$ cat src/rtl/memory_access.sv
// memory_access: MEM stage of the RV32 pipeline.
// Takes one execute result per ex_valid/ex_ready handshake. Loads and stores
// go out on a req/gnt/rvalid data bus with byte-lane steering and load
// sign/zero extension. Non-memory results pass through, registered, to the
// writeback port.
// Optional feature: define MEM_MISALIGN_TRAP_EN to trap misaligned halfword
// and word accesses instead of issuing them to the bus.
module memory_access #(
  parameter int TIMEOUT_CYCLES = 256  // 0 disables the bus timeout
) (
  input  logic        clk,
  input  logic        resetn,
  input  logic        ex_valid,
  output logic        ex_ready,
  input  logic [4:0]  reg_write_addr,
  input  logic [31:0] reg_write_data,
  input  logic        reg_write_enable,
  input  logic        mem_read_enable,
  input  logic        mem_write_enable,
  input  logic [2:0]  load_sel,
  input  logic [1:0]  store_sel,
  input  logic [31:0] mem_addr,
  input  logic [31:0] mem_data,
  output logic        dmem_req,
  output logic        dmem_we,
  output logic [31:0] dmem_addr,
  output logic [3:0]  dmem_be,
  output logic [31:0] dmem_wdata,
  input  logic        dmem_gnt,
  input  logic        dmem_rvalid,
  input  logic [31:0] dmem_rdata,
  output logic        wb_valid,
  output logic        wb_we,
  output logic [4:0]  wb_rd,
  output logic [31:0] wb_data,
  output logic        bus_err
`ifdef MEM_MISALIGN_TRAP_EN
  ,
  output logic        misalign_trap,
  output logic [31:0] trap_addr
`endif
);

  localparam int CNT_W = (TIMEOUT_CYCLES > 1) ? $clog2(TIMEOUT_CYCLES) : 1;

  typedef enum logic [1:0] {IDLE, REQ, WAIT_R} state_t;

  state_t           state;
  logic [CNT_W-1:0] cnt;
  logic [4:0]       op_rd;
  logic             op_we;
  logic [2:0]       op_lsel;
  logic [1:0]       op_off;

  logic [1:0]       off;
  logic [3:0]       st_be;
  logic [31:0]      st_wdata;
  logic [7:0]       ld_byte;
  logic [15:0]      ld_half;
  logic [31:0]      ld_ext;
  logic             timeout_hit;
  logic             is_mem;
  logic             accept;

  assign off         = mem_addr[1:0];
  assign is_mem      = mem_read_enable | mem_write_enable;
  assign accept      = ex_valid & ex_ready;
  // A zero timeout never fires; the counter then just free-runs harmlessly.
  assign timeout_hit = (TIMEOUT_CYCLES != 0) && (cnt == CNT_W'(TIMEOUT_CYCLES - 1));

`ifdef MEM_MISALIGN_TRAP_EN
  logic misalign;

  // Halves must be 2-byte aligned and words 4-byte aligned; an undefined
  // size code decodes as a word, matching the lane logic below.
  always_comb begin
    misalign = 1'b0;
    if (mem_read_enable) begin
      case (load_sel)
        3'b000, 3'b011: misalign = 1'b0;
        3'b001, 3'b100: misalign = off[0];
        default:        misalign = (off != 2'b00);
      endcase
    end else if (mem_write_enable) begin
      case (store_sel)
        2'b00:   misalign = 1'b0;
        2'b01:   misalign = off[0];
        default: misalign = (off != 2'b00);
      endcase
    end
  end
`endif

  // Store lane steering: replicate the data across lanes, enable only the target bytes.
  always_comb begin
    st_be    = 4'b1111;
    st_wdata = mem_data;
    case (store_sel)
      2'b00: begin
        st_be    = 4'b0001 << off;
        st_wdata = {4{mem_data[7:0]}};
      end
      2'b01: begin
        st_be    = 4'b0011 << {off[1], 1'b0};
        st_wdata = {2{mem_data[15:0]}};
      end
      default: begin
        st_be    = 4'b1111;
        st_wdata = mem_data;
      end
    endcase
  end

  // Load extraction from the returned word using the captured offset and size.
  always_comb begin
    ld_byte = 8'(dmem_rdata >> {op_off, 3'b000});
    ld_half = 16'(dmem_rdata >> {op_off[1], 4'b0000});
    case (op_lsel)
      3'b000:  ld_ext = {{24{ld_byte[7]}}, ld_byte};
      3'b001:  ld_ext = {{16{ld_half[15]}}, ld_half};
      3'b011:  ld_ext = {24'b0, ld_byte};
      3'b100:  ld_ext = {16'b0, ld_half};
      default: ld_ext = dmem_rdata;
    endcase
  end

  // Stage FSM with registered bus and writeback outputs.
  always_ff @(posedge clk or negedge resetn) begin
    if (!resetn) begin
      state      <= IDLE;
      cnt        <= '0;
      op_rd      <= '0;
      op_we      <= 1'b0;
      op_lsel    <= '0;
      op_off     <= '0;
      ex_ready   <= 1'b0;
      dmem_req   <= 1'b0;
      dmem_we    <= 1'b0;
      dmem_addr  <= '0;
      dmem_be    <= '0;
      dmem_wdata <= '0;
      wb_valid   <= 1'b0;
      wb_we      <= 1'b0;
      wb_rd      <= '0;
      wb_data    <= '0;
      bus_err    <= 1'b0;
`ifdef MEM_MISALIGN_TRAP_EN
      misalign_trap <= 1'b0;
      trap_addr     <= '0;
`endif
    end else begin
      // Pulses default low; only the retiring branch raises them.
      wb_valid <= 1'b0;
      wb_we    <= 1'b0;
      bus_err  <= 1'b0;
`ifdef MEM_MISALIGN_TRAP_EN
      misalign_trap <= 1'b0;
`endif
      case (state)
        IDLE: begin
          ex_ready <= 1'b1;
          if (accept) begin
            op_rd   <= reg_write_addr;
            op_we   <= reg_write_enable && (reg_write_addr != 5'd0);
            op_lsel <= load_sel;
            op_off  <= off;
`ifdef MEM_MISALIGN_TRAP_EN
            if (is_mem && misalign) begin
              wb_valid      <= 1'b1;
              wb_rd         <= reg_write_addr;
              wb_data       <= '0;
              misalign_trap <= 1'b1;
              trap_addr     <= mem_addr;
            end else
`endif
            if (is_mem) begin
              // A load wins if both enables are set.
              state      <= REQ;
              ex_ready   <= 1'b0;
              cnt        <= '0;
              dmem_req   <= 1'b1;
              dmem_we    <= ~mem_read_enable;
              dmem_addr  <= {mem_addr[31:2], 2'b00};
              dmem_be    <= mem_read_enable ? 4'b1111 : st_be;
              dmem_wdata <= mem_read_enable ? 32'd0 : st_wdata;
            end else begin
              wb_valid <= 1'b1;
              wb_we    <= reg_write_enable && (reg_write_addr != 5'd0);
              wb_rd    <= reg_write_addr;
              wb_data  <= reg_write_data;
            end
          end
        end
        REQ: begin
          // A grant on the timeout cycle still completes the access.
          if (dmem_gnt) begin
            dmem_req <= 1'b0;
            cnt      <= '0;
            if (dmem_we) begin
              state    <= IDLE;
              ex_ready <= 1'b1;
              wb_valid <= 1'b1;
              wb_rd    <= op_rd;
              wb_data  <= '0;
            end else begin
              state <= WAIT_R;
            end
          end else if (timeout_hit) begin
            dmem_req <= 1'b0;
            state    <= IDLE;
            ex_ready <= 1'b1;
            wb_valid <= 1'b1;
            wb_rd    <= op_rd;
            wb_data  <= '0;
            bus_err  <= 1'b1;
          end else begin
            cnt <= cnt + 1'b1;
          end
        end
        WAIT_R: begin
          if (dmem_rvalid) begin
            state    <= IDLE;
            ex_ready <= 1'b1;
            wb_valid <= 1'b1;
            wb_we    <= op_we;
            wb_rd    <= op_rd;
            wb_data  <= ld_ext;
          end else if (timeout_hit) begin
            state    <= IDLE;
            ex_ready <= 1'b1;
            wb_valid <= 1'b1;
            wb_rd    <= op_rd;
            wb_data  <= '0;
            bus_err  <= 1'b1;
          end else begin
            cnt <= cnt + 1'b1;
          end
        end
        default: begin
          state    <= IDLE;
          dmem_req <= 1'b0;
        end
      endcase
    end
  end

endmodule
$ cat config.mk
export PLATFORM = sky130hd
export DESIGN_NAME = memory_access
export DESIGN_NICKNAME = d
export VERILOG_FILES = /design/src/rtl/memory_access.sv
export SDC_FILE = /design/constraint.sdc
export NUM_CORES = 1
export LEC_CHECK = 0
export ABC_AREA = 1
export CAP_MARGIN = 25
export CORE_ASPECT_RATIO = 2
export CORE_MARGIN = 5
export CORE_UTILIZATION = 45
export CTS_BUF_LIST = sky130_fd_sc_hd__clkbuf_16
export CTS_CLUSTER_DIAMETER = 150
export DETAILED_ROUTE_END_ITERATION = 8
export HOLD_SLACK_MARGIN = 0.02
export PLACE_DENSITY = 0.81
export SLEW_MARGIN = 10
export SYNTH_ARGS = -nofsm -noshare
export SYNTH_HDL_FRONTEND = slang
export SYNTH_SLANG_ARGS = --single-unit
export TNS_END_PERCENT = 5
$ cat constraint.sdc
create_clock -name clk -period 1.8 [get_ports clk]
set_input_delay 0.36 -clock clk [delete_from_list [all_inputs] [get_ports clk]]
set_output_delay 0.36 -clock clk [all_outputs]
set_load 0.05 [all_outputs]
==> impl_metrics.ini, run 1 <==
[setup_path]
r2r_end = cnt[3]$_DFFE_PN0P_
critical_path.reg2reg.startpoint = state[1]$_DFFE_PN0P_
worst_setup_path_startpoint = state[1]$_DFFE_PN0P_
cp_data_required_time_ns = 2.13
timing.critical_path.fanout_max = 4
r2r_slack_ns = 0.06
crit_path_end_kind = flip-flop
arrival_ns = 2.07
timing_worst_setup_path_type = flip-flop to flip-flop
critical_path.startpoint_type = flip-flop
r2r_cells = 8
timing.critical_path.to = cnt[3]$_DFFE_PN0P_

[timing]
finalWorstPathRequiredPeriod_ns = 1.74
number_of_setup_violations_in_the_final_report = 0
report.final.slew_viol_count = 0
period_share_pct = 96.5
clock-skew-final_ns = 0.00942
rsz0062_at_grt = yes
fmaxAchievable_ghz = 0.576
report.final.hold_viol_count = 0

[run]
drv_cap = 0

[die]
floorplan.io_pins = 257
die_height_microns = 186
row_cnt = 64
start_util_pct = 45.7
die_width_microns = 98.2
die-area_sq_um = 18300
core_area_sq_um = 15300

[clock_network]
cts_max_path_buffers = 2
h_tree_depth = 4
clkSlewWorstSetupHoldPaths_ns = 0.06
tritoncts = yes
clock_sink_count = 130
number_of_clock_buffers_inserted_by_tritoncts = 17
ctsRootBufferMaster = clkbuf_16
clock_insertion_delay_worst_skew_ns = 0.42

[synthesis]
ys.warnings.count = 0
synth_top_family_by_area = simple AND/OR/NAND/NOR gates
compound_cell_area_share_of_the_yosys_netlist_pct = 12.1
synth.avg_cell_area_sq_um = 6.99
netlist.area_leader.share_pct = 46.5
synthMuxAreaShare_pct = 0.429
yosys.area_share.simple_pct = 33.2
cell_area_after_synthesis_sq_um = 7000
asyncSetResetFlopFracSynth_pct = 100
syn_inst = 1001
netlist_top_cells_area = dfrtp_1, nand2_1, o21ai_0
synth_edf_count = 0
most_used_flip_flop_cell_after_synthesis = dfrtp_1
synth_seq_cells = 130
synth.yosys.seq_area_share_pct = 46.5
synth-adder-area-share_pct = 0.894
synth_unique_cells = 33
synth_xor_area_share_pct = 0.125
synth_largest_area_cell = dfrtp_1

[final_layout]
layout.cells.most_common_list = nand2_1, buf_4, clkdlybuf4s50_1
layout_cells_sized_above_1_pct = 17.7
fin_util_pct = 68.8
syn_to_final_growth_pct = 50.5
layout.nets = 1438
num_antenna_cells = 0
most_common_cell_after_layout_fill_and_taps_aside = nand2_1

[power_and_ir_drop]
power_density_nw_per_um2 = 2020
ir_drop_mv = 1.29
p_leak_nw = 5.34
power_mw = 21.3

[placement]
dp_hpwl_mm = 18.9
portBuffers = 254
gp_congestion = 0.975

[route]
met1Wirelength_mm = 8.15
detail-route-antenna-nets = 0
detail_route.first_pass.iterations = 6
remaining_drc_errors = 0
dr.first_iter.drc_count = 246
met3_wirelength_mm = 1.77
via_cell_ratio = 5.11
vias = 7654
routed_wl_mm = 24.6
routed.top_layer = met4
detail_route.wl_per_cell_microns = 16.4
wl_met2_mm = 13.3

[global_routing]
global_route.usage.total_pct = 27.1
first_pass_grt_wire_length_mm = 39.5
grt_max_degree = 61
grt_overflow = 0
antenna_found_initial = 0
first_global_vias = 7954

[worst_hold_path]
min_path_type = input pin to async pin

[run_status]
outcome = complete, no violations
[sequential cells by signal (all words and copies together), names as in the netlist, 2 cells and up]
| name | flops |
|---|---|
| wb_data | 32 |
| wb_rd | 5 |
| dmem_addr | 30 |
| dmem_be | 4 |
| op_lsel | 3 |
| state | 2 |
| op_rd | 5 |
| op_off | 2 |
| cnt | 8 |
| dmem_wdata | 32 |
[cell families (layout without fill, tap and decap cells)]
logic type,count (synthesis),count (layout)
AND/OR/NAND/NOR,588,588
XOR/XNOR,1,1
flip-flops,130,130
multiplexers,3,3
other,1,2
adder cells (fa/ha/maj),5,5
AO/OA/AOI/OAI,158,158
buffers and inverters,115,413
[synthesized netlist by cell type, drive strengths merged (5+ instances only)]
cell    instances
ha              5
clkbuf         27
a21oi          39
o22ai           5
dfrtp         130
inv            69
buf            19
nand3          48
nor2          130
nand2         403
o21ai         102
[worst min path at each step]
stage,start,to,cells after the start
after CTS,resetn,op_off[0]$_DFFE_PN0P_,2
after detailed placement,resetn,wb_data[13]$_DFFE_PN0P_,1
after floorplan,resetn,bus_err$_DFF_PN0_,0
after global placement,resetn,wb_data[13]$_DFFE_PN0P_,1
after global routing,resetn,op_off[0]$_DFFE_PN0P_,2
final,resetn,op_off[0]$_DFFE_PN0P_,2
[stage by stage]
stage	TNS, ns	cells	instance area [sq um]	setup WS, ns	hold WS (ns)
2_1_floorplan	0	1002	7000	0.0663	0.0644
3_3_place_gp	-1.89	1463	9850	-0.103	0.203
3_5_place_dp	-4.72	1463	9850	-0.169	0.204
4_1_cts	-0.00773	1496	10500	-0.00773	0.320
5_1_grt	-0.443	1498	10500	-0.0537	0.370
6_report	0	1498	10500	0.0632	0.347
[metal layers]
| layer | vias to the layer above | global-route usage, % |
|---|---|---|
| li1 | 3739 | - |
| met1 | 3513 | 25.6 |
| met2 | 326 | 50.9 |
| met3 | 76 | 7.10 |
| met4 | 0 | 16.1 |
| met5 | - | 0 |
[worst max-delay path: stages (launching register included)]
cell and delay (ns):
dfrtp_1 0.41, buf_4 0.15, ha_1 0.22, inv_2 0.09
buf_4 0.11, nand3_1 0.14, nor2_1 0.27, nand3_1 0.10
a21boi_0 0.17
[cell type report]
cell class	count	area, sq um
Clock inverter	15	168
Clock buffer	17	425
Sequential cell	130	3250
Tap cell	198	248
Inverter	69	259
Multi-Input combinational cell	757	3330
Timing Repair Buffer	312	2850
Fill cell	1295	4770
[where the power goes]
group	internal (mW)	leakage, nW	total, mW	switching [mW]
Combinational	4.02	3.43	12.7	8.65
Sequential	4.24	1.63	5.09	0.853
Clock	2.16	0.282	3.51	1.35
Total	10.4	5.34	21.3	10.9
[what timing repair did]
item / in CTS / in global routing
pin swaps: 0 / 0
setup buffers: 0 / 2
gates resized for setup: 0 / 21
setup endpoints to repair: 1 / 51
endpoints found under the hold margin: 12 / 0
hold buffers: 1 / 0
(Power assumes the default switching activity.)
==> inputs of run 2 (changes only) <==
- PLACE_DENSITY: 0.81 -> default
- PLACE_DENSITY_LB_ADDON: default -> 0.3
==> run 2 against run 1 <==
Utilization grew 0.45 points. Cell area grew 0.65%. Highest routed layer unchanged. Critical endpoint is now wb_data[29]$_DFFE_PN0P_. Critical path depth grew 2. Largest cell class unchanged. Register-to-register slack lost 0.02 ns. Flip-flop and latch count is the same. Sequential share of layout area shrank 0.21 points.
==> impl_metrics.ini, run 2 (synthesis results as in run 1) <==
[timing]
period_share_pct = 97.7
number_of_setup_violations_in_the_final_report = 0
report.final.hold_viol_count = 0
clock-skew-final_ns = 0.0103
fmaxAchievable_ghz = 0.569
fin_setup_tns_ns = 0
fin_ws_ns = 0.0415
rsz0062_at_grt = yes
report.final.slew_viol_count = 0
finalWorstPathRequiredPeriod_ns = 1.76

[power_and_ir_drop]
clkPwrFrac_pct = 15.9
ir_drop_mv = 1.36
power.net_switching_mw = 10.8
power.share.sequential_pct = 23.8
switching_share_of_power_pct = 50.3
power_density_nw_per_um2 = 2020
power.combinational.fraction_pct = 60.3
cellInternalPower_mw = 10.6
p_leak_nw = 5.39

[clock_network]
clock_insertion_delay_worst_skew_ns = 0.42
cts_max_path_buffers = 2
ctsRootBufferMaster = clkbuf_16
tritoncts = yes
clkSlewWorstSetupHoldPaths_ns = 0.06
clock_sink_count = 130
h_tree_depth = 4
number_of_clock_buffers_inserted_by_tritoncts = 17

[setup_path]
crit_path_end_kind = flip-flop
worst_path_max_delay_cell = dfrtp_1
worst_path_largest_cell_delay_ns = 0.38
critical_path.reg2reg.startpoint = state[1]$_DFFE_PN0P_
r2r_end = wb_data[29]$_DFFE_PN0P_
critical_path.startpoint_type = flip-flop
series_of_cell_instances_along_the_critical_path = inv_1 > ha_2 > nand3_1 > nand2_2 > a21oi_4 > buf_4 > clkbuf_16 > o21ai_0 > nand2_1 > nand2_1
cp_num_buf_inv = 3
arrival_ns = 2.06
cp_data_required_time_ns = 2.11
cp_common_cell = nand2_1
cp_top_family = buffers and inverters
timing.critical_path.fanout_max = 13
timing_worst_setup_path_type = flip-flop to flip-flop
r2r_cells = 10
r2r_slack_ns = 0.04

[route]
via_cell_ratio = 5.08
dr.first_iter.drc_count = 276
detail_route.wl_per_cell_microns = 15.9
routed_wl_mm = 23.9
detail_route.first_pass.iterations = 5
remaining_drc_errors = 0
detail-route-antenna-nets = 0
vias = 7627

[global_routing]
grt_overflow = 0
first_pass_grt_wire_length_mm = 38.5
antenna_found_initial = 0
global_route.usage.total_pct = 26.1
grt_max_degree = 49
first_global_vias = 8019

[final_layout]
layout.cells.most_common_list = nand2_1, buf_4, clkdlybuf4s50_1
layout.nets = 1443
num_antenna_cells = 0
instances_no_fill = 1502
layout.cell_area.non_filler_sq_um = 10600
syn_to_final_growth_pct = 51.4
most_common_cell_after_layout_fill_and_taps_aside = nand2_1
layout_cells_sized_above_1_pct = 17.6
largestRegisters = dmem_wdata: 32 flops, wb_data: 32 flops, dmem_addr: 30 flops

[die]
die-area_sq_um = 18300
row_cnt = 64
die_height_microns = 186
die_width_microns = 98.2
start_util_pct = 45.7
core_area_sq_um = 15300
floorplan.io_pins = 257

[placement]
portBuffers = 254
dp_hpwl_mm = 18.4
gp_congestion = 0.944
preCtsSetupSlack_ns = -0.136
post_dp_cell_area_sq_um = 9940
numPlacedInstances = 1468

[worst_hold_path]
min_path_type = input pin to async pin

[run_status]
outcome = complete, no violations

[run]
drv_cap = 0
[run 2: cell types whose count changed in the layout (fill, tap and decap cells not counted), moves of 2 or more]
cell,before,now
buf_12,10,14
nor2_1,121,123
inv_1,64,66
buf_6,4,2
buf_4,153,155
nor2_2,7,5
[run 2: worst max-delay path by stage]
stage                               from                 endpoint  depth (start not counted)
floorplan           ex_ready$_DFFE_PN0P_  wb_data[16]$_DFFE_PN0P_                          8
global placement         mem_read_enable       cnt[3]$_DFFE_PN0P_                          9
detailed placement       mem_read_enable       cnt[3]$_DFFE_PN0P_                          9
CTS                 state[0]$_DFFE_PN0P_  wb_data[20]$_DFFE_PN0P_                          9
global route        state[1]$_DFFE_PN0P_  wb_data[29]$_DFFE_PN0P_                         10
finish              state[1]$_DFFE_PN0P_  wb_data[29]$_DFFE_PN0P_                         10
[run 2: final cells by class]
| type | count | area (sq um) |
|---|---|---|
| Tap cell | 198 | 248 |
| Inverter | 69 | 259 |
| Sequential cell | 130 | 3250 |
| Clock buffer | 17 | 425 |
| Multi-Input combinational cell | 757 | 3320 |
| Clock inverter | 14 | 150 |
| Timing Repair Buffer | 317 | 2940 |
| Fill cell | 1275 | 4700 |
[run 2: metrics by stage]
step / total power [mW] / hold WS, ns / util [%]
after floorplan: 13.3 / 0.0644 / -
after global placement: 17.6 / 0.218 / 65.0
after detailed placement: 17.9 / 0.219 / 65.0
after CTS: 21.4 / 0.337 / 68.9
after global routing: 22.8 / 0.361 / 69.3
final: 21.4 / 0.355 / 69.3
[run 2: worst reg2reg max path: stages (launching register included)]
cell and delay, ns:
dfrtp_1 0.38, inv_1 0.08, ha_2 0.20, nand3_1 0.12, nand2_2 0.09, a21oi_4 0.20
buf_4 0.18, clkbuf_16 0.15, o21ai_0 0.12, nand2_1 0.08, nand2_1 0.05
[run 2: repair_timing]
action                     4_1_cts  5_1_grt
pin swaps                        0        1
setup endpoints to repair        2       37
gates cloned                     0        1
gates resized for setup          2       14
hold buffers                     1        0
hold endpoints to repair        15        0
buffers inserted                 0        1
[run 2: power by group through the flow]
| stage | Combinational [mW] | Clock [mW] | Sequential, mW |
|---|---|---|---|
| after floorplan | 4.41 | 0 | 8.87 |
| after global placement | 12.6 | 0 | 5.08 |
| after detailed placement | 12.8 | 0 | 5.10 |
| after CTS | 12.8 | 3.47 | 5.09 |
| after global routing | 14.0 | 3.62 | 5.27 |
| final | 12.9 | 3.41 | 5.09 |
[run 2: metal layers]
metal / track usage, % / part of all wire, % / wire length [microns]
met2: 47.6 / 53 / 12500
met4: 16.9 / 6.5 / 1560
met5: 0 / 0 / 0
met3: 6.65 / 7.2 / 1710
met1: 25.5 / 34 / 8060
==> inputs of run 3 (changes only) <==
- SLEW_MARGIN: 10 -> 0
- clock period: 1.8 -> 1.9 ns (I/O delays scaled with it)
==> run 3 against run 2 <==
Clock power is 3% lower. Sequential share of layout area rose by 0.31 points. Flip-flop and latch count did not move. Clock skew fell by 0.0016 ns. Critical path depth is 1 lower. Combinational power down 8%. Sequential power fell by 6.1%. Largest power group unchanged.
==> impl_metrics.ini, run 3 (synthesis results as in run 1) <==
[timing]
report.final.hold_viol_count = 0
fmaxAchievable_ghz = 0.570
fin_setup_tns_ns = 0
worst_hold_check_slack_ns = 0.407
number_of_setup_violations_in_the_final_report = 0
worst_slew_pin_slew_ns = 0.507
finalWorstPathRequiredPeriod_ns = 1.75
report.final.slew_viol_count = 0
max_slew_margin_vs_limit_pct = 66.3
period_share_pct = 92.3
clock-skew-final_ns = 0.00874
rsz0062_at_grt = no

[power_and_ir_drop]
ir_drop_mv = 1.19
p_leak_nw = 5.33
power_density_nw_per_um2 = 1900

[setup_path]
arrival_ns = 2.10
series_of_cell_instances_along_the_critical_path = inv_1 > ha_1 > nand3_1 > nand2_1 > a21oi_4 > inv_2 > nor3_1 > nand2_1 > nand3_1
critical_path.startpoint_type = flip-flop
cp_data_required_time_ns = 2.24
timing_worst_setup_path_type = flip-flop to flip-flop
crit_path_end_kind = flip-flop
timing.critical_path.fanout_max = 4
worst_path_max_delay_cell = dfrtp_1
worst_path_largest_cell_delay_ns = 0.39

[die]
floorplan.io_pins = 257
die_height_microns = 186
die-area_sq_um = 18300
start_util_pct = 45.7
row_cnt = 64
die_width_microns = 98.2
core_area_sq_um = 15300

[final_layout]
fin_util_pct = 68.6
layout_cells_sized_above_1_pct = 14.6
largestRegisters = dmem_wdata: 32 flops, wb_data: 32 flops, dmem_addr: 30 flops
layout.nets = 1431
most_common_cell_after_layout_fill_and_taps_aside = nand2_1
num_antenna_cells = 0
layout.cells.most_common_list = nand2_1, clkdlybuf4s50_1, dfrtp_1
num-fill-cells = 1317
syn_to_final_growth_pct = 49.9

[placement]
gp_congestion = 0.928
dp_hpwl_mm = 18.6
portBuffers = 254

[worst_hold_path]
min_path_type = input pin to async pin

[route]
vias = 7552
remaining_drc_errors = 0
detail-route-antenna-nets = 0
detail_route.wl_per_cell_microns = 16.2
via_cell_ratio = 5.07
detail_route.first_pass.iterations = 5
routed_wl_mm = 24.1
dr.first_iter.drc_count = 262

[global_routing]
first_pass_grt_wire_length_mm = 39.0
antenna_found_initial = 0
grt_overflow = 0
global_route.usage.total_pct = 26.7
first_global_vias = 7814
grt_max_degree = 49

[clock_network]
ctsRootBufferMaster = clkbuf_16
clock_sink_count = 130
tritoncts = yes
clock_insertion_delay_worst_skew_ns = 0.42
number_of_clock_buffers_inserted_by_tritoncts = 17
cts.repair_timing.setup_buffer_count = 0
h_tree_depth = 4
cts_max_path_buffers = 2
clkSlewWorstSetupHoldPaths_ns = 0.06

[run]
drv_cap = 0

[run_status]
outcome = complete, no violations
run 3: worst paths after layout:
check / start / to / slack (ns) / depth (start not counted)
worst min-delay path: resetn / wb_data[1]$_DFFE_PN0P_ / 0.41 / 2
worst max-delay path: state[1]$_DFFE_PN0P_ / wb_rd[0]$_DFFE_PN0P_ / 0.15 / 9
worst max register to register: state[1]$_DFFE_PN0P_ / wb_rd[0]$_DFFE_PN0P_ / 0.15 / 9
worst min register to register: wb_data[23]$_DFFE_PN0P_ / wb_data[23]$_DFFE_PN0P_ / 0.47 / 2
max in group asynchronous: resetn / dmem_addr[11]$_DFFE_PN0P_ / 0.90 / 3
min in group clk: wb_data[23]$_DFFE_PN0P_ / wb_data[23]$_DFFE_PN0P_ / 0.47 / 2
run 3: report_power, final:
group	leakage (nW)	total (mW)	switching, mW	internal (mW)
clock	0.280	3.32	1.27	2.05
combinational	3.43	11.9	8.12	3.74
sequential	1.63	4.78	0.774	4.01
total	5.33	20.0	10.2	9.80
run 3: stage by stage:
step	worst slack, ns	instance area, sq um	power (mW)	cells
floorplan	0.166	7000	12.6	1002
global placement	-0.0264	9910	16.7	1458
detailed placement	-0.0835	9910	16.9	1458
CTS	0.0788	10500	20.1	1490
global route	0.00403	10500	21.3	1490
finish	0.146	10500	20.0	1490
run 3: final cells by class:
type,count,area [sq um],area share [%]
Clock inverter,14,165,1.57
Clock buffer,17,425,4.06
Multi-Input combinational cell,757,3290,31.4
Tap cell,198,248,2.36
Timing Repair Buffer,305,2850,27.2
Inverter,69,259,2.47
Sequential cell,130,3250,31.0
run 3: critical path: cells and delay by family (launching register included):
family / cells / cell delay (ns)
and+or+nand+nor: 5 / 0.68
adders and majority gates: 1 / 0.23
buffers and inverters: 2 / 0.19
AOI/OAI and AO/OA: 1 / 0.20
DFF: 1 / 0.39
run 3: repair_timing:
action,CTS,global route
pin swaps,0,0
gates resized for setup,23,3
hold endpoints to repair,24,0
setup endpoints to repair,23,28
hold buffers,1,0
run 3: per-layer routing:
layer | share of wire, % | up-vias | global-route usage [%]
li1 | - | 3718 | -
met1 | 34 | 3467 | 26.6
met2 | 54 | 301 | 49.1
met3 | 7.0 | 66 | 7.59
met4 | 4.9 | 0 | 13.9
met5 | 0 | - | 0
